`src/rtl/tictactoe_engine.sv`:
```
// N x N, K-in-a-row game engine: holds the board, enforces turn order,
// rejects illegal moves with a cause code and reports win/draw status.
module tictactoe_engine #(
    parameter int N  = 3,
    parameter int K  = 3,
    parameter int PW = $clog2(N*N)
) (
    input  logic                       clk,
    input  logic                       reset,
    input  logic                       new_game,
    input  logic                       move_valid,
    input  logic                       player,
    input  logic [PW-1:0]              position,
    output logic                       move_ready,
    output logic                       move_ack,
    output logic                       move_err,
    output logic [1:0]                 err_code,
    output logic [N*N-1:0]             cell_occ,
    output logic [N*N-1:0]             cell_owner,
    output logic                       turn,
    output logic [$clog2(N*N+1)-1:0]   move_count,
    output logic                       game_over,
    output logic [1:0]                 winner,
    output logic [1:0]                 fsm_state
);
    // Handshake: a request is move_valid high at a rising edge; exactly one of
    // move_ack / move_err pulses on the following edge. move_ready only hints PLAY.
    localparam int CELLS = N * N;
    localparam int CW    = $clog2(N*N+1);
    localparam int SPAN  = N - K + 1;
    localparam logic [CW-1:0] FULL = CW'(CELLS);

    localparam logic [1:0] ST_PLAY  = 2'd0;
    localparam logic [1:0] ST_CHECK = 2'd1;
    localparam logic [1:0] ST_DONE  = 2'd2;

    logic [1:0]       state;
    logic             last_player;
    logic [CELLS-1:0] pos_onehot;
    logic [CELLS-1:0] owned;
    logic [4*CELLS-1:0] hits;
    logic             in_range;
    logic             occupied;
    logic             win_hit;

    assign fsm_state  = state;
    assign move_ready = (state == ST_PLAY);
    assign in_range   = 32'(position) < 32'(CELLS);
    assign pos_onehot = {{(CELLS-1){1'b0}}, 1'b1} << position;
    assign occupied   = |(cell_occ & pos_onehot);
    assign owned      = last_player ? (cell_occ & cell_owner) : (cell_occ & ~cell_owner);
    assign win_hit    = |hits;

    // One hit bit per (direction, start cell); directions: 0 row, 1 column,
    // 2 diagonal, 3 anti-diagonal. Starts that would leave the board tie to 0.
    for (genvar d = 0; d < 4; d++) begin : g_dir
        localparam int DR = (d == 0) ? 0 : 1;
        localparam int DC = (d == 0) ? 1 : (d == 1) ? 0 : (d == 2) ? 1 : -1;
        for (genvar r = 0; r < N; r++) begin : g_row
            for (genvar c = 0; c < N; c++) begin : g_col
                localparam bit FITS = (d == 0) ? (c < SPAN) :
                                      (d == 1) ? (r < SPAN) :
                                      (d == 2) ? (r < SPAN && c < SPAN) :
                                                 (r < SPAN && c >= K - 1);
                if (FITS) begin : g_win
                    logic [K-1:0] line;
                    for (genvar k = 0; k < K; k++) begin : g_cell
                        assign line[k] = owned[(r + DR*k)*N + (c + DC*k)];
                    end
                    assign hits[d*CELLS + r*N + c] = &line;
                end else begin : g_none
                    assign hits[d*CELLS + r*N + c] = 1'b0;
                end
            end
        end
    end

    always_ff @(posedge clk or negedge reset) begin
        if (!reset) begin
            state       <= ST_PLAY;
            cell_occ    <= '0;
            cell_owner  <= '0;
            move_count  <= '0;
            turn        <= 1'b0;
            last_player <= 1'b0;
            game_over   <= 1'b0;
            winner      <= 2'b00;
            move_ack    <= 1'b0;
            move_err    <= 1'b0;
            err_code    <= 2'b00;
        end else begin
            move_ack <= 1'b0;
            move_err <= 1'b0;
            if (new_game) begin
                state       <= ST_PLAY;
                cell_occ    <= '0;
                cell_owner  <= '0;
                move_count  <= '0;
                turn        <= 1'b0;
                last_player <= 1'b0;
                game_over   <= 1'b0;
                winner      <= 2'b00;
                err_code    <= 2'b00;
            end else begin
                case (state)
                    ST_PLAY: begin
                        if (move_valid) begin
                            if (!in_range) begin
                                move_err <= 1'b1;
                                err_code <= 2'b01;
                            end else if (player != turn) begin
                                move_err <= 1'b1;
                                err_code <= 2'b10;
                            end else if (occupied) begin
                                move_err <= 1'b1;
                                err_code <= 2'b11;
                            end else begin
                                move_ack    <= 1'b1;
                                cell_occ    <= cell_occ | pos_onehot;
                                cell_owner  <= player ? (cell_owner | pos_onehot) : cell_owner;
                                move_count  <= move_count + CW'(1);
                                turn        <= ~turn;
                                last_player <= player;
                                state       <= ST_CHECK;
                            end
                        end
                    end
                    ST_CHECK: begin
                        if (move_valid) begin
                            move_err <= 1'b1;
                            err_code <= 2'b00;
                        end
                        // A win on the last free cell takes precedence over a draw.
                        if (win_hit) begin
                            winner    <= {last_player, ~last_player};
                            game_over <= 1'b1;
                            state     <= ST_DONE;
                        end else if (move_count == FULL) begin
                            winner    <= 2'b11;
                            game_over <= 1'b1;
                            state     <= ST_DONE;
                        end else begin
                            state <= ST_PLAY;
                        end
                    end
                    default: begin
                        if (move_valid) begin
                            move_err <= 1'b1;
                            err_code <= 2'b00;
                        end
                    end
                endcase
            end
        end
    end
endmodule

```
`config.mk`:
```
export PLATFORM = sky130hd
export DESIGN_NAME = tictactoe_engine
export DESIGN_NICKNAME = d
export VERILOG_FILES = /design/src/rtl/tictactoe_engine.sv
export SDC_FILE = /design/constraint.sdc
export NUM_CORES = 1
export LEC_CHECK = 0
export BUFFER_PORTS_ARGS = -buffer_cell sky130_fd_sc_hd__buf_4
export CAP_MARGIN = 40
export CORE_MARGIN = 8
export CORE_UTILIZATION = 48
export DETAILED_ROUTE_END_ITERATION = 12
export PLACE_DENSITY = 0.75
export SKIP_LAST_GASP = 1
export SLEW_MARGIN = 0
export SYNTH_ARGS = -nofsm -noshare
export SYNTH_HDL_FRONTEND = slang
export SYNTH_SLANG_ARGS = --single-unit
```
`constraint.sdc`:
```
create_clock -name clk -period 2 [get_ports clk]
set_input_delay 0.2 -clock clk [delete_from_list [all_inputs] [get_ports clk]]
set_output_delay 0.2 -clock clk [all_outputs]
set_load 0.05 [all_outputs]
```
---- Word level (Yosys, flattened, before mapping) ----
Cells that the tools add are included.
word-level totals
  output and inout port bits .............. 33
  word-level logic and storage cells ...... 123
  register bits ........................... 33
  bits of input ports ..................... 9
operators by class
  equality and inequality tests ........... 10
  shift-type cells ........................ 1
  multiplexer cells ....................... 68
  bitwise logic cells ..................... 8
  reductions and logical operators ........ 23
  $lt $le $gt $ge ......................... 1
  add/sub/neg operators ................... 1
operators by type and width
  operator               count
  $mux W9                14
  $mux W2                18
  $mux W1                29
  $and A9 B9 Y9          3
  $mux W4                6
  $reduce_and A3 Y1      8
  $or A9 B9 Y9           2
  $reduce_and A5 Y1      2
  $reduce_bool A2 Y1     5
  $ne A3 B3 Y1 const B   3
  $not A9 Y9             1
  $reduce_or A9 Y1       1
  $shl A1 B4 Y9 const A  1
  $reduce_or A8 Y1       1
  $reduce_and A6 Y1      1
  $reduce_bool A3 Y1     2
  $ne A5 B3 Y1 const B   1
  $add A4 B1 Y4 const B  1
  $eq A4 B4 Y1 const B   1
  $lt A4 B4 Y1 const B   1
  $ne A2 B2 Y1 const B   2
  $pmux W2 S2            1
  $reduce_and A2 Y1      2
  $ne A3 B2 Y1 const B   1
  4 further kinds        5

---- Longest topological paths before layout ----
Gate-level depths: netlist of the first run.
  depth after elaboration ................. 9
  depth in mapped cells ................... 9
  mapped depth without buffers ............ 6

---- Worst setup path after synthesis of the first run ----
No wires, ideal clock.
  path kind ............................... register to register
  start point ............................. register state[1] (netlist: fsm_state[1])
  end point ............................... register cell_owner[0]
  path buffers ............................ 0
  stages on the path, launching flop included .. 7
  arrival time ............................ 2.642 ns
  path slack .............................. -0.737 ns
  clock period less this slack ............ 2.737 ns
  library setup time ...................... 0.096 ns
  data required time ...................... 1.904 ns
  cells stage by stage .................... dfrtp_1 > nor2_1 > and2_1 > and3_2 > nand4_4 > or3_4 > o32ai_2
between the ends
  word-level cells in the longest chain between the ends .. 3
RTL lines
  item                                 RTL line  RTL
  from (decl)                          37        logic [1:0] state;
  from (signal assigned)               80        state <= ST_PLAY;
  from (signal assigned)               95        state <= ST_PLAY;
  from (signal assigned)               124       state <= ST_CHECK;
  $logic_not A2 Y1                     n/a
  via move_ready                       14        output logic move_ready,
  $reduce_bool A2 Y1 (no source line)  n/a
  $reduce_and A6 Y1 (no source line)   n/a
  to (signal assigned)                 120       cell_owner <= player ? (cell_owner | pos_onehot) : cell_owner;
  to (decl)                            19        output logic [N*N-1:0] cell_owner,
The timed path passes the listed nets, and every way through them passes these cells.
A chain may end at the register's enable or synchronous reset.

---- Worst setup path in the final report of the first run ----
  start point ............................. register cell_occ[5]
  end point ............................... register cell_occ[0]
between the ends
  word-level cells in the longest chain between the ends .. 4
RTL lines
  item                                RTL line  RTL
  from (decl)                         18        output logic [N*N-1:0] cell_occ,
  from (signal assigned)              119       cell_occ <= cell_occ | pos_onehot;
  $and A9 B9 Y9                       50        assign occupied = |(cell_occ & pos_onehot);
  $reduce_or A9 Y1                    50
  $ne A2 B2 Y1 (no source line)       n/a
  $reduce_and A5 Y1 (no source line)  n/a
Every way passes these cells.

==> results of run 1 <==
[state kept, by name, indices dropped and copies added (netlist names), 2 cells and up]
register    cells
err_code        2
fsm_state       2
cell_occ        9
move_count      4
winner          2
cell_owner      9
[metal layers]
metal	vias up	GRT usage	routed length, um
met5	-	0	0
met2	65	0.3041	2950
met3	8	0.04556	346
li1	910	-	-
met1	940	0.2292	2433
met4	0	0.07037	104
[critical path, stage by stage (launching register included)]
cell                       delay (ps)
sky130_fd_sc_hd__dfrtp_2          400
sky130_fd_sc_hd__mux2_4           260
sky130_fd_sc_hd__a222oi_1         420
sky130_fd_sc_hd__and3_4           310
sky130_fd_sc_hd__nand3b_4         110
sky130_fd_sc_hd__or4_1            420
sky130_fd_sc_hd__a21oi_1          150
[cells in the mapped netlist, types with 2 or more instances]
master / count
sky130_fd_sc_hd__xor2_1: 4
sky130_fd_sc_hd__nand2_1: 12
sky130_fd_sc_hd__nand3_1: 10
sky130_fd_sc_hd__nor3_1: 6
sky130_fd_sc_hd__or4_1: 4
sky130_fd_sc_hd__or3_1: 5
sky130_fd_sc_hd__nor2_1: 12
sky130_fd_sc_hd__o22ai_1: 13
sky130_fd_sc_hd__a31oi_1: 2
sky130_fd_sc_hd__nor3b_1: 2
sky130_fd_sc_hd__nand2b_1: 6
sky130_fd_sc_hd__nand3b_1: 4
sky130_fd_sc_hd__a211oi_1: 4
sky130_fd_sc_hd__clkbuf_1: 9
sky130_fd_sc_hd__buf_6: 2
sky130_fd_sc_hd__dfrtp_1: 33
sky130_fd_sc_hd__nand4_1: 6
sky130_fd_sc_hd__a311o_1: 2
sky130_fd_sc_hd__o21ai_0: 5
sky130_fd_sc_hd__a21oi_1: 12
sky130_fd_sc_hd__ha_1: 2
sky130_fd_sc_hd__nor4_1: 4
sky130_fd_sc_hd__or2_2: 2
sky130_fd_sc_hd__o31ai_1: 4
sky130_fd_sc_hd__inv_1: 21
[layout make-up]
class	count	area, sq um
Multi-Input combinational cell	142	1049
Fill cell	298	994.7
Sequential cell	33	837.1
Timing Repair Buffer	79	610.6
Inverter	21	78.83
Clock buffer	5	68.82
Tap cell	48	60.06
Clock inverter	3	17.52
[power groups by stage]
stage	registers [W]	logic, W	clock network (W)
final	0.000697	0.000267	0.000499
after global routing	0.000698	0.000287	0.000530
after CTS	0.000697	0.000257	0.000506
after detailed placement	0.000709	0.000241	0
after global placement	0.000709	0.000237	0
after floorplan	0.000756	0.0000980	0
[per-stage QoR]
step	std cells	cell area [sq um]	TNS (ps)	total power [W]
5_1_grt	331	2721	-3343	0.001515
3_3_place_gp	312	2439	-811.0	0.0009459
3_5_place_dp	312	2439	-1165	0.0009504
2_1_floorplan	206	1927	-3038	0.0008540
6_report	331	2721	-1753	0.001463
4_1_cts	330	2634	-805.8	0.001460
[kinds of logic (layout without fill, tap and decap cells)]
family / after synthesis / in the layout / share of synthesized area
muxes: 2 / 2 / 0.01405
DFF: 33 / 33 / 0.4418
and+or+nand+nor: 83 / 84 / 0.2597
xor gates and xnor gates: 4 / 4 / 0.01874
AOI/OAI and AO/OA: 50 / 50 / 0.1801
adders and majority gates: 2 / 2 / 0.01338
buffers and inverters: 32 / 108 / 0.07229
[how the worst max path moves through the flow]
stage	startpoint	end	slack, ps	cells past startpoint
after global placement	cell_occ[5]$_DFFE_PN0P_	cell_occ[0]$_DFFE_PN0P_	-160	6
after CTS	cell_occ[5]$_DFFE_PN0P_	cell_occ[0]$_DFFE_PN0P_	-120	6
after floorplan	cell_occ[5]$_DFFE_PN0P_	cell_owner[0]$_DFFE_PN0P_	-300	6
after global routing	cell_occ[5]$_DFFE_PN0P_	turn$_DFFE_PN0P_	-220	8
final	cell_occ[5]$_DFFE_PN0P_	cell_occ[0]$_DFFE_PN0P_	-170	6
after detailed placement	cell_occ[5]$_DFFE_PN0P_	cell_occ[0]$_DFFE_PN0P_	-200	6
[what timing repair did]
item,in CTS,in global routing
cloned,0,1
setup endpoints to repair,17,31
pin swaps,7,7
resized for setup,8,15
buffers inserted,10,3
hold buffers,1,0
hold endpoints to repair,33,0
==> impl_summary.log, run 1 <==
[metrics] internal power contribution: 0.001024 W
[metrics] final critical-path setup slack: -170.4 ps
[metrics] relative contribution of the clock network to total power: 0.341
[metrics] Worst Hold Class: in -> reg
[metrics] async set-or-reset flop fraction in the synthesized netlist: 1.000
[metrics] hold-critical path endpoint: err_code[0]$_DFFE_PN0P_
[metrics] endpoint kind of the worst setup timing path: register
[metrics] standard cell core area: 3716 sq um
[metrics] detailed-route wire length: 5835 um
[metrics] vias: 1923
[metrics] violations in the final reports: negative setup slack
[metrics] top library cells by usage in the layout, fill and taps aside: 74 x sky130_fd_sc_hd__buf_4, 24 x sky130_fd_sc_hd__dfrtp_1, 21 x sky130_fd_sc_hd__inv_1
[metrics] Port Buf Inserts: 41
[metrics] nature of the critical path startpoint: register
[metrics] Worst-Skew Late Latency: 290 ps
[metrics] post-route clock skew: 5.456 ps
[metrics] DRT antenna net count: 0
[metrics] power density cells: 537.7 nW/um^2
[metrics] Synth Net Count: 217
[metrics] Post-synth EDFFs: 0
[metrics] fin crit period: 2170 ps
[metrics] cell accounting for the most synthesized area: sky130_fd_sc_hd__dfrtp_1
[metrics] distinct cell type count after synthesis: 45
[metrics] Clock Sinks: 33
[metrics] horizontal die dimension: 78.41 um
[metrics] number of H-tree levels: 2
[metrics] f_max: 0.4607 GHz
[metrics] DRC violation count after routing: 0
[metrics] number of cells on the worst hold path: 2
[metrics] worst path required time: 2210 ps
[metrics] HPWL Detailed: 3996 um
[metrics] WL per Instance: 17.63 um
[metrics] Hold Startpoint: move_valid
[metrics] library cell used as clock root buffer: sky130_fd_sc_hd__clkbuf_8
[metrics] clock buffers created by TritonCTS: 5
[metrics] share of layout cells above drive strength 1: 0.4417
[metrics] Finished Core Util: 0.7323
[metrics] maximum VDD drop: 0.4559 mV
[metrics] minimum setup slack after placement: -204.3 ps
[metrics] most frequent standard cell in the layout excluding fill and tap cells: sky130_fd_sc_hd__buf_4
[metrics] max-capacitance violation count: 0
[metrics] number of diodes added for antenna fixing: 0
[metrics] CTS clk-pin slew, worst paths: 70 ps
[metrics] Pleak: 1.208 nW
[metrics] Row Count: 22
[metrics] vertical die dimension: 78.41 um
[metrics] capturing point of the worst reg2reg path: cell_occ[0]$_DFFE_PN0P_
[metrics] final-report hold violation count: 0
[metrics] GRT Total Usage: 0.1854
[metrics] first-pass iteration count of the detailed router: 4
[metrics] starting DRC count in detailed routing: 159
[metrics] sequential element share of the synthesized area: 0.4418
[metrics] Critical Setup Path Class: reg -> reg
[metrics] first-pass GRT wire length: 9259 um
[metrics] via count of the first global-routing pass: 1907
[metrics] Syn. warnings: 0
[metrics] commonest register cell after synthesis: sky130_fd_sc_hd__dfrtp_1
[metrics] R2R depth: 6
[metrics] Slew headroom: 0.6535
[metrics] worst hold-check slack: 136.9 ps
[metrics] share of the clock period used by the worst path after layout: 1.085
[metrics] number of standard cells after synthesis: 206
[metrics] fin nets: 293
[metrics] part of the power in registers: 0.477
[metrics] Total Die Area: 6147 sq um
[metrics] share of the synthesized area in the top cell type: 0.4418
[metrics] average size of a mapped cell: 9.074 sq um
[metrics] RR Startpoint: cell_occ[5]$_DFFE_PN0P_
[metrics] max-slew violations: 0
[metrics] synthesized flop and latch total: 33
[metrics] final-report setup violation count: 21
[metrics] setup repair after global routing missed its margin: yes
[metrics] cell types with the largest area share after synthesis: sky130_fd_sc_hd__dfrtp_1 44%, sky130_fd_sc_hd__o22ai_1 4.4%, sky130_fd_sc_hd__inv_1 4.2%, sky130_fd_sc_hd__a21oi_1 3.2%, sky130_fd_sc_hd__nand3_1 2.7%
[metrics] Bufs on Longest Clock Path: 2
[metrics] I/O pin cnt: 42
[metrics] initial standard-cell utilization of the core: 0.5030
[metrics] via density per instance: 5.810
[metrics] area delta synth->final: 45.58%
[metrics] maximum number of pins on one net before global-route repair: 39
[metrics] number of antenna violations at the first check in global routing: 0
[metrics] arrival time at the worst endpoint: 2380 ps
[metrics] transition at the pin with the smallest max-transition slack: 518.6 ps
[metrics] status: complete, but fails checks
[metrics] Register-to-Register Setup Slack: -170 ps
[metrics] Final GP Congestion: 0.9637
[metrics] worst-path maximum fanout: 5
[metrics] Comb pwr share: 0.182
[metrics] Net Sw Frac: 0.3003
[metrics] residual overflow from global routing: 0
[metrics] cell area after synthesis: 1869 sq um
[metrics] CTS tree: built
[metrics] Psw: 0.0004394 W
(Power assumes the default switching activity.)
==> run 2: changes to the inputs <==
--- a/config.mk
+++ b/config.mk
@@ -11,7 +11,6 @@
 export CORE_UTILIZATION = 48
 export DETAILED_ROUTE_END_ITERATION = 12
 export PLACE_DENSITY = 0.75
-export SKIP_LAST_GASP = 1
 export SLEW_MARGIN = 0
 export SYNTH_ARGS = -nofsm -noshare
 export SYNTH_HDL_FRONTEND = slang
==> run 2 against run 1 <==
  * The run still ends with negative setup slack left
  * First-iteration DRC count up 50%
  * Worst setup slack worse by 12 ps
  * Hold slack improved by 2.6 ps
  * Sequential share of layout area fell by 0.38 points
  * Flip-flop and latch count stayed put
  * Clock skew up 1.8 ps
  * Global-route usage up 0.15 points
  * Cell count decreased by 0.60%
  * Die area is the same
  * Combinational power is 2% higher
  * Critical path type unchanged
  * Critical endpoint unchanged
==> impl_summary.log, run 2 (same netlist as run 1, synthesis figures left out) <==
[metrics] post-route clock skew: 7.228 ps (+1.771 ps)
[metrics] transition at the pin with the smallest max-transition slack: 473.2 ps (-45.42 ps)
[metrics] vertical die dimension: 78.41 um (unchanged)
[metrics] final instance area: 2755 sq um (+1.2%)
[metrics] share of the clock period used by the worst path after layout: 1.091 (+0.005751)
[metrics] top library cells by usage in the layout, fill and taps aside: 70 x sky130_fd_sc_hd__buf_4, 24 x sky130_fd_sc_hd__dfrtp_1, 21 x sky130_fd_sc_hd__inv_1
[metrics] Final GP Congestion: 0.9637 (unchanged)
[metrics] Clock Sinks: 33 (unchanged)
[metrics] vias: 1917 (-0.31%)
[metrics] peak-usage layer in the global routing report: met2
[metrics] f_max: 0.4583 GHz (-0.53%)
[metrics] worst hold-check slack: 139.5 ps (+2.613 ps)
[metrics] starting DRC count in detailed routing: 239 (+50%)
[metrics] arrival time at the worst endpoint: 2400 ps (+20 ps)
[metrics] WL per Instance: 18.19 um (+3.2%)
[metrics] horizontal die dimension: 78.41 um (unchanged)
[metrics] nature of the critical path startpoint: register
[metrics] final standard cell count with taps included and fillers excluded: 329 (-0.60%)
[metrics] fin crit period: 2182 ps (+11.50 ps)
[metrics] maximum VDD drop: 0.4658 mV (+2.2%)
[metrics] detailed-route wire length: 5985 um (+2.6%)
[metrics] worst path required time: 2210 ps (about the same)
[metrics] endpoint kind of the worst setup timing path: register
[metrics] CTS tree: built
[metrics] power density cells: 535.9 nW/um^2 (-0.32%)
[metrics] final critical-path setup slack: -181.9 ps (-11.50 ps)
[metrics] status: complete, but fails checks
[metrics] maximum number of pins on one net before global-route repair: 39 (unchanged)
[metrics] setup repair after global routing missed its margin: yes
[metrics] met1 routing resource usage after global routing: 0.2342 (+0.004965)
[metrics] Total Die Area: 6147 sq um (unchanged)
[metrics] cell at the slowest stage of the critical path: sky130_fd_sc_hd__or4_1
[metrics] worst-path maximum fanout: 5 (unchanged)
[metrics] Worst-Skew Late Latency: 290 ps (about the same)
[metrics] first-pass iteration count of the detailed router: 4 (unchanged)
[metrics] via count of the first global-routing pass: 1894 (-0.68%)
[metrics] met2 global-route usage: 0.3032 (-0.0008285)
[metrics] placement-stage cell area: 2439 sq um (unchanged)
[metrics] Slew headroom: 0.6801 (+0.02658)
[metrics] most frequent standard cell in the layout excluding fill and tap cells: sky130_fd_sc_hd__buf_4
[metrics] Top Family by Delay on Critical Path: simple AND/OR/NAND/NOR gates
[metrics] final-report setup violation count: 14 (-33%)
[metrics] DRC violation count after routing: 0 (unchanged)
[metrics] clock buffers created by TritonCTS: 5 (unchanged)
[metrics] registers with the highest flip-flop counts: cell_occ x9, cell_owner x9, move_count x4
[metrics] I/O pin cnt: 42 (unchanged)
[metrics] minimum setup slack after placement: -204.3 ps (unchanged)
[metrics] standard cell core area: 3716 sq um (unchanged)
[metrics] delay of the slowest cell on the worst path: 450 ps (+30 ps)
[metrics] total power: 0.001477 W (+0.91%)
[metrics] buffer and inverter count on the worst path: 0 (unchanged)
[metrics] number of H-tree levels: 2 (unchanged)
[metrics] violations in the final reports: negative setup slack
[metrics] global-route track usage on met3: 0.04556 (unchanged)
[metrics] GRT Total Usage: 0.1869 (+0.001472)
[metrics] Cell Chain, Critical Path: mux2_4, a222oi_1, and3_4, nand3b_4, or4_1, a21oi_2
[metrics] number of cells after detailed placement: 312 (unchanged)
[metrics] via density per instance: 5.827 (+0.29%)
[metrics] Worst Hold Class: in -> reg
[metrics] library cell used as clock root buffer: sky130_fd_sc_hd__clkbuf_8
[metrics] max-capacitance violation count: 0 (unchanged)
[metrics] Port Buf Inserts: 41 (unchanged)
[metrics] HPWL Detailed: 3996 um (unchanged)
[metrics] number of antenna violations at the first check in global routing: 0 (unchanged)
[metrics] residual overflow from global routing: 0 (unchanged)
[metrics] CTS clk-pin slew, worst paths: 80 ps (about the same)
[metrics] final-report hold violation count: 0 (unchanged)
[metrics] initial standard-cell utilization of the core: 0.5030 (unchanged)
[metrics] Critical Setup Path Class: reg -> reg
[metrics] first-pass GRT wire length: 9280 um (+0.23%)
[metrics] area delta synth->final: 47.39%
[metrics] DRT antenna net count: 0 (unchanged)
[metrics] number of diodes added for antenna fixing: 0 (unchanged)
[metrics] Row Count: 22 (unchanged)
[metrics] Pleak: 1.208 nW (about the same)
[metrics] share of layout cells above drive strength 1: 0.4626 (+0.02094)
[metrics] Bufs on Longest Clock Path: 2 (unchanged)
[metrics] fin nets: 291 (-0.68%)
[metrics] max-slew violations: 0 (unchanged)
## run 2: cell count changes in the layout (fill, tap and decap cells not counted)
cell,change
sky130_fd_sc_hd__o21ai_1,+1
sky130_fd_sc_hd__o21ai_0,-1
sky130_fd_sc_hd__o22ai_1,-4
sky130_fd_sc_hd__nand2_4,+1
sky130_fd_sc_hd__a21oi_2,+3
sky130_fd_sc_hd__buf_4,-4
sky130_fd_sc_hd__a21oi_1,-3
sky130_fd_sc_hd__o22ai_2,+4
sky130_fd_sc_hd__nand2_2,-1
sky130_fd_sc_hd__buf_6,+2
## run 2: cell type report
cell class	count	area (sq um)
multi-input cells	142	1090
flip-flops and latches	33	837.1
well taps	48	60.06
clock inverters	3	17.52
repair buffers	77	603.1
clock buffers	5	68.82
fillers	282	960.9
inverters	21	78.83
## run 2: power breakdown
group,leakage [nW],switching (W),internal [W]
Combinational,0.722,0.000168,0.000105
Sequential,0.442,0.0000164,0.000681
Clock,0.0439,0.000266,0.000240
## run 2: repair_timing
item | CTS | global route
gates resized for setup | 12 | 24
pin swaps | 8 | 9
setup endpoints to repair | 17 | 31
buffers inserted | 10 | 1
cloned | 0 | 1
hold buffers | 1 | 0
endpoints found under the hold margin | 33 | 0
## run 2: final timing paths
path                       slack (ps)  depth (start not counted)                    start                        end
max                              -180                          6  cell_occ[5]$_DFFE_PN0P_    cell_occ[0]$_DFFE_PN0P_
min                               140                          2               move_valid    err_code[0]$_DFFE_PN0P_
max reg2reg                      -180                          6  cell_occ[5]$_DFFE_PN0P_    cell_occ[0]$_DFFE_PN0P_
min reg2reg                       500                          2  err_code[1]$_DFFE_PN0P_    err_code[1]$_DFFE_PN0P_
max in group asynchronous        1280                          2                    reset  cell_owner[7]$_DFFE_PN0P_
min in group asynchronous         380                          2                    reset   fsm_state[1]$_DFFE_PN0P_
## run 2: metrics by stage
stage | util | setup TNS [ps]
floorplan | - | -3038
global placement | 0.6562 | -811.0
detailed placement | 0.6562 | -1165
CTS | 0.7128 | -704.3
global route | 0.7414 | -2545
finish | 0.7414 | -955.8
## run 2: worst reg2reg max path, cell delays in order (launching register included)
cell and delay, ps:
sky130_fd_sc_hd__dfrtp_2 400, sky130_fd_sc_hd__mux2_4 260, sky130_fd_sc_hd__a222oi_1 400, sky130_fd_sc_hd__and3_4 310, sky130_fd_sc_hd__nand3b_4 110, sky130_fd_sc_hd__or4_1 450, sky130_fd_sc_hd__a21oi_2 160
## run 2: per-layer routing
layer,up-vias,routed length [um]
met3,8,393
met2,62,3022
met4,0,91
met1,943,2478
li1,904,-
met5,-,0
==> run 3: changes to the inputs <==
--- a/config.mk
+++ b/config.mk
@@ -8,9 +8,10 @@
 export BUFFER_PORTS_ARGS = -buffer_cell sky130_fd_sc_hd__buf_4
 export CAP_MARGIN = 40
 export CORE_MARGIN = 8
-export CORE_UTILIZATION = 48
+export CORE_UTILIZATION = 45
+export CTS_BUF_LIST = sky130_fd_sc_hd__clkbuf_4
 export DETAILED_ROUTE_END_ITERATION = 12
-export PLACE_DENSITY = 0.75
+export PLACE_DENSITY = 0.71
 export SLEW_MARGIN = 0
 export SYNTH_ARGS = -nofsm -noshare
 export SYNTH_HDL_FRONTEND = slang
==> constraint.sdc (replaced) <==
create_clock -name clk -period 2 [get_ports clk]
set_input_delay 0.4 -clock clk [delete_from_list [all_inputs] [get_ports clk]]
set_output_delay 0.4 -clock clk [all_outputs]
set_load 0.05 [all_outputs]
==> run 3 against run 2 <==
  * The run ends with negative hold slack, negative setup slack left
  * Cell count is the same
  * Sequential share of layout area is 0.46 points higher
  * Maximum frequency shrank 2.0%
  * First-iteration DRC count down 10%
  * Highest routed layer unchanged
==> impl_summary.log, run 3 (same netlist as run 1, synthesis figures left out) <==
[metrics] internal power contribution: 0.0009306 W (-9.3%)
[metrics] final critical-path setup slack: -227.5 ps (-45.57 ps)
[metrics] Bufs on Longest Clock Path: 2 (unchanged)
[metrics] number of cells after detailed placement: 314 (+0.64%)
[metrics] Psw: 0.0004121 W (-8.5%)
[metrics] part of the power in registers: 0.519 (+0.047)
[metrics] Pleak: 1.197 nW (-0.92%)
[metrics] area delta synth->final: 44.98%
[metrics] starting DRC count in detailed routing: 214 (-10%)
[metrics] Cell Chain, Critical Path: mux2_4, a222oi_1, and3_4, nand3b_4, or4_4, a21oi_2
[metrics] arrival time at the worst endpoint: 2490 ps (+90 ps)
[metrics] delay of the slowest cell on the worst path: 450 ps (about the same)
[metrics] Row Count: 23 (+4.5%)
[metrics] Total Die Area: 6472 sq um (+5.3%)
[metrics] f_max: 0.4489 GHz (-2.0%)
[metrics] Worst-Skew Late Latency: 330 ps (+40 ps)
[metrics] max-slew violations: 0 (unchanged)
[metrics] top library cells by usage in the layout, fill and taps aside: 70 x sky130_fd_sc_hd__buf_4, 25 x sky130_fd_sc_hd__dfrtp_1, 21 x sky130_fd_sc_hd__inv_1
[metrics] initial standard-cell utilization of the core: 0.4673 (-0.03572)
[metrics] Port Buf Inserts: 41 (unchanged)
[metrics] final standard cell count with taps included and fillers excluded: 329 (unchanged)
[metrics] Critical Setup Path Class: reg -> reg
[metrics] number of H-tree levels: 2 (unchanged)
[metrics] Register-to-Register Setup Slack: -230 ps (-50 ps)
[metrics] post-route clock skew: 8.346 ps (+1.118 ps)
[metrics] Net Sw Frac: 0.3069 (+0.001896)
[metrics] number of antenna violations at the first check in global routing: 0 (unchanged)
[metrics] detailed-route wire length: 5555 um (-7.2%)
[metrics] first-pass iteration count of the detailed router: 4 (unchanged)
[metrics] DRC violation count after routing: 0 (unchanged)
[metrics] violations in the final reports: negative hold slack, negative setup slack
[metrics] fin nets: 290 (-0.34%)
[metrics] share of layout cells above drive strength 1: 0.4624 (about the same)
[metrics] residual overflow from global routing: 0 (unchanged)
[metrics] Finished Core Util: 0.6775 (-0.06390)
[metrics] vias: 1879 (-2.0%)
[metrics] CTS tree: built
[metrics] Slew headroom: 0.6916 (+0.01143)
[metrics] via count of the first global-routing pass: 1874 (-1.1%)
[metrics] relative contribution of the clock network to total power: 0.275 (-0.068)
[metrics] Worst Hold Class: in -> async
[metrics] endpoint kind of the worst setup timing path: register
[metrics] Clock Sinks: 33 (unchanged)
[metrics] fillcell total: 314 (+11%)
[metrics] worst hold-check slack: -13.15 ps (-152.6 ps)
[metrics] total power: 0.001343 W (-9.1%)
[metrics] R2R depth: 6 (unchanged)
[metrics] vertical die dimension: 80.45 um (+2.6%)
[metrics] WL per Instance: 16.88 um (-7.2%)
[metrics] library cell used as clock root buffer: sky130_fd_sc_hd__clkbuf_4
[metrics] most frequent standard cell in the layout excluding fill and tap cells: sky130_fd_sc_hd__buf_4
[metrics] max-capacitance violation count: 0 (unchanged)
[metrics] status: complete, but fails checks
[metrics] first-pass GRT wire length: 9101 um (-1.9%)
[metrics] horizontal die dimension: 80.45 um (+2.6%)
[metrics] Final GP Congestion: 0.9164 (-4.9%)
[metrics] standard cell core area: 4000 sq um (+7.6%)
[metrics] GRT Total Usage: 0.1743 (-0.01258)
[metrics] clock buffers created by TritonCTS: 5 (unchanged)
[metrics] cell at the slowest stage of the critical path: sky130_fd_sc_hd__a222oi_1
[metrics] share of the clock period used by the worst path after layout: 1.114 (+0.02279)
[metrics] nature of the critical path startpoint: register
[metrics] registers with the highest flip-flop counts: cell_occ x9, cell_owner x9, move_count x4
[metrics] DRT antenna net count: 0 (unchanged)
[metrics] number of diodes added for antenna fixing: 0 (unchanged)
[metrics] transition at the pin with the smallest max-transition slack: 461.7 ps (-11.44 ps)
[metrics] final-layout setup total negative slack: -2612 ps (-1656 ps)
[metrics] Comb pwr share: 0.207 (+0.022)
[metrics] setup repair after global routing missed its margin: yes
[metrics] RR Startpoint: cell_occ[5]$_DFFE_PN0P_
[metrics] final-report hold violation count: 4 (+4)
[metrics] CTS clk-pin slew, worst paths: 110 ps (+30 ps)
[metrics] maximum number of pins on one net before global-route repair: 39 (unchanged)
[metrics] final-report setup violation count: 19 (+5)
[metrics] fin crit period: 2227 ps (+45.57 ps)
[metrics] worst-path maximum fanout: 6 (+1)
[metrics] launching element of the worst setup path: cell_occ[5]$_DFFE_PN0P_
[metrics] power density cells: 495.4 nW/um^2 (-7.6%)
[metrics] worst path required time: 2260 ps (+50 ps)
[metrics] HPWL Detailed: 3874 um (-3.0%)
[metrics] via density per instance: 5.711 (-2.0%)
[metrics] maximum VDD drop: 0.5388 mV (+16%)
[metrics] I/O pin cnt: 42 (unchanged)
[metrics] capturing point of the worst reg2reg path: cell_occ[0]$_DFFE_PN0P_
-- run 3: worst max path at each step --
stage	to	slack, ps
6_report	cell_occ[0]$_DFFE_PN0P_	-230
5_1_grt	cell_occ[0]$_DFFE_PN0P_	-300
4_1_cts	cell_occ[0]$_DFFE_PN0P_	-150
3_5_place_dp	cell_occ[0]$_DFFE_PN0P_	-460
3_3_place_gp	cell_occ[0]$_DFFE_PN0P_	-400
2_1_floorplan	cell_owner[0]$_DFFE_PN0P_	-300
-- run 3: area by class of cell --
class	count	area, sq um	area share
sequential	33	835.8	0.3084
tap	50	62.56	0.02308
multi-input combinational	142	1091	0.4026
inverter	21	78.83	0.02909
clock buffer	6	45.04	0.01662
clock inverter	1	3.754	0.001385
timing repair buffer	76	593.1	0.2188
-- run 3: routing by layer --
metal / share of wire / vias up / track usage
met1: 0.43 / 896 / 0.2272
met4: 0.012 / 0 / 0.04909
li1: - / 902 / -
met2: 0.49 / 73 / 0.2783
met5: 0 / - / 0
met3: 0.071 / 8 / 0.04241
-- run 3: power groups by stage --
| stage | sequential (W) | clock, W | combinational [W] |
|---|---|---|---|
| after floorplan | 0.000756 | 0 | 0.0000980 |
| after global placement | 0.000708 | 0 | 0.000239 |
| after detailed placement | 0.000709 | 0 | 0.000243 |
| after CTS | 0.000696 | 0.000368 | 0.000251 |
| after global routing | 0.000698 | 0.000390 | 0.000299 |
| final | 0.000696 | 0.000369 | 0.000278 |
-- run 3: through the flow --
| step | worst slack, ps | area, sq um |
|---|---|---|
| 2_1_floorplan | -299.3 | 1927 |
| 3_3_place_gp | -402.4 | 2441 |
| 3_5_place_dp | -458.2 | 2441 |
| 4_1_cts | -147.1 | 2572 |
| 5_1_grt | -304.5 | 2710 |
| 6_report | -227.5 | 2710 |
-- run 3: critical path, delay by kind of cell (launching register included) --
kind | cells | cell delay [ps]
and+or+nand+nor | 3 | 900
AOI/OAI and AO/OA | 2 | 570
DFF | 1 | 420
muxes | 1 | 260
-- run 3: repair_timing --
action,CTS,global route
hold buffers,0,0
buffers inserted,7,7
setup endpoints to repair,22,33
pin swaps,4,22
resized for setup,4,29
gates cloned,0,1
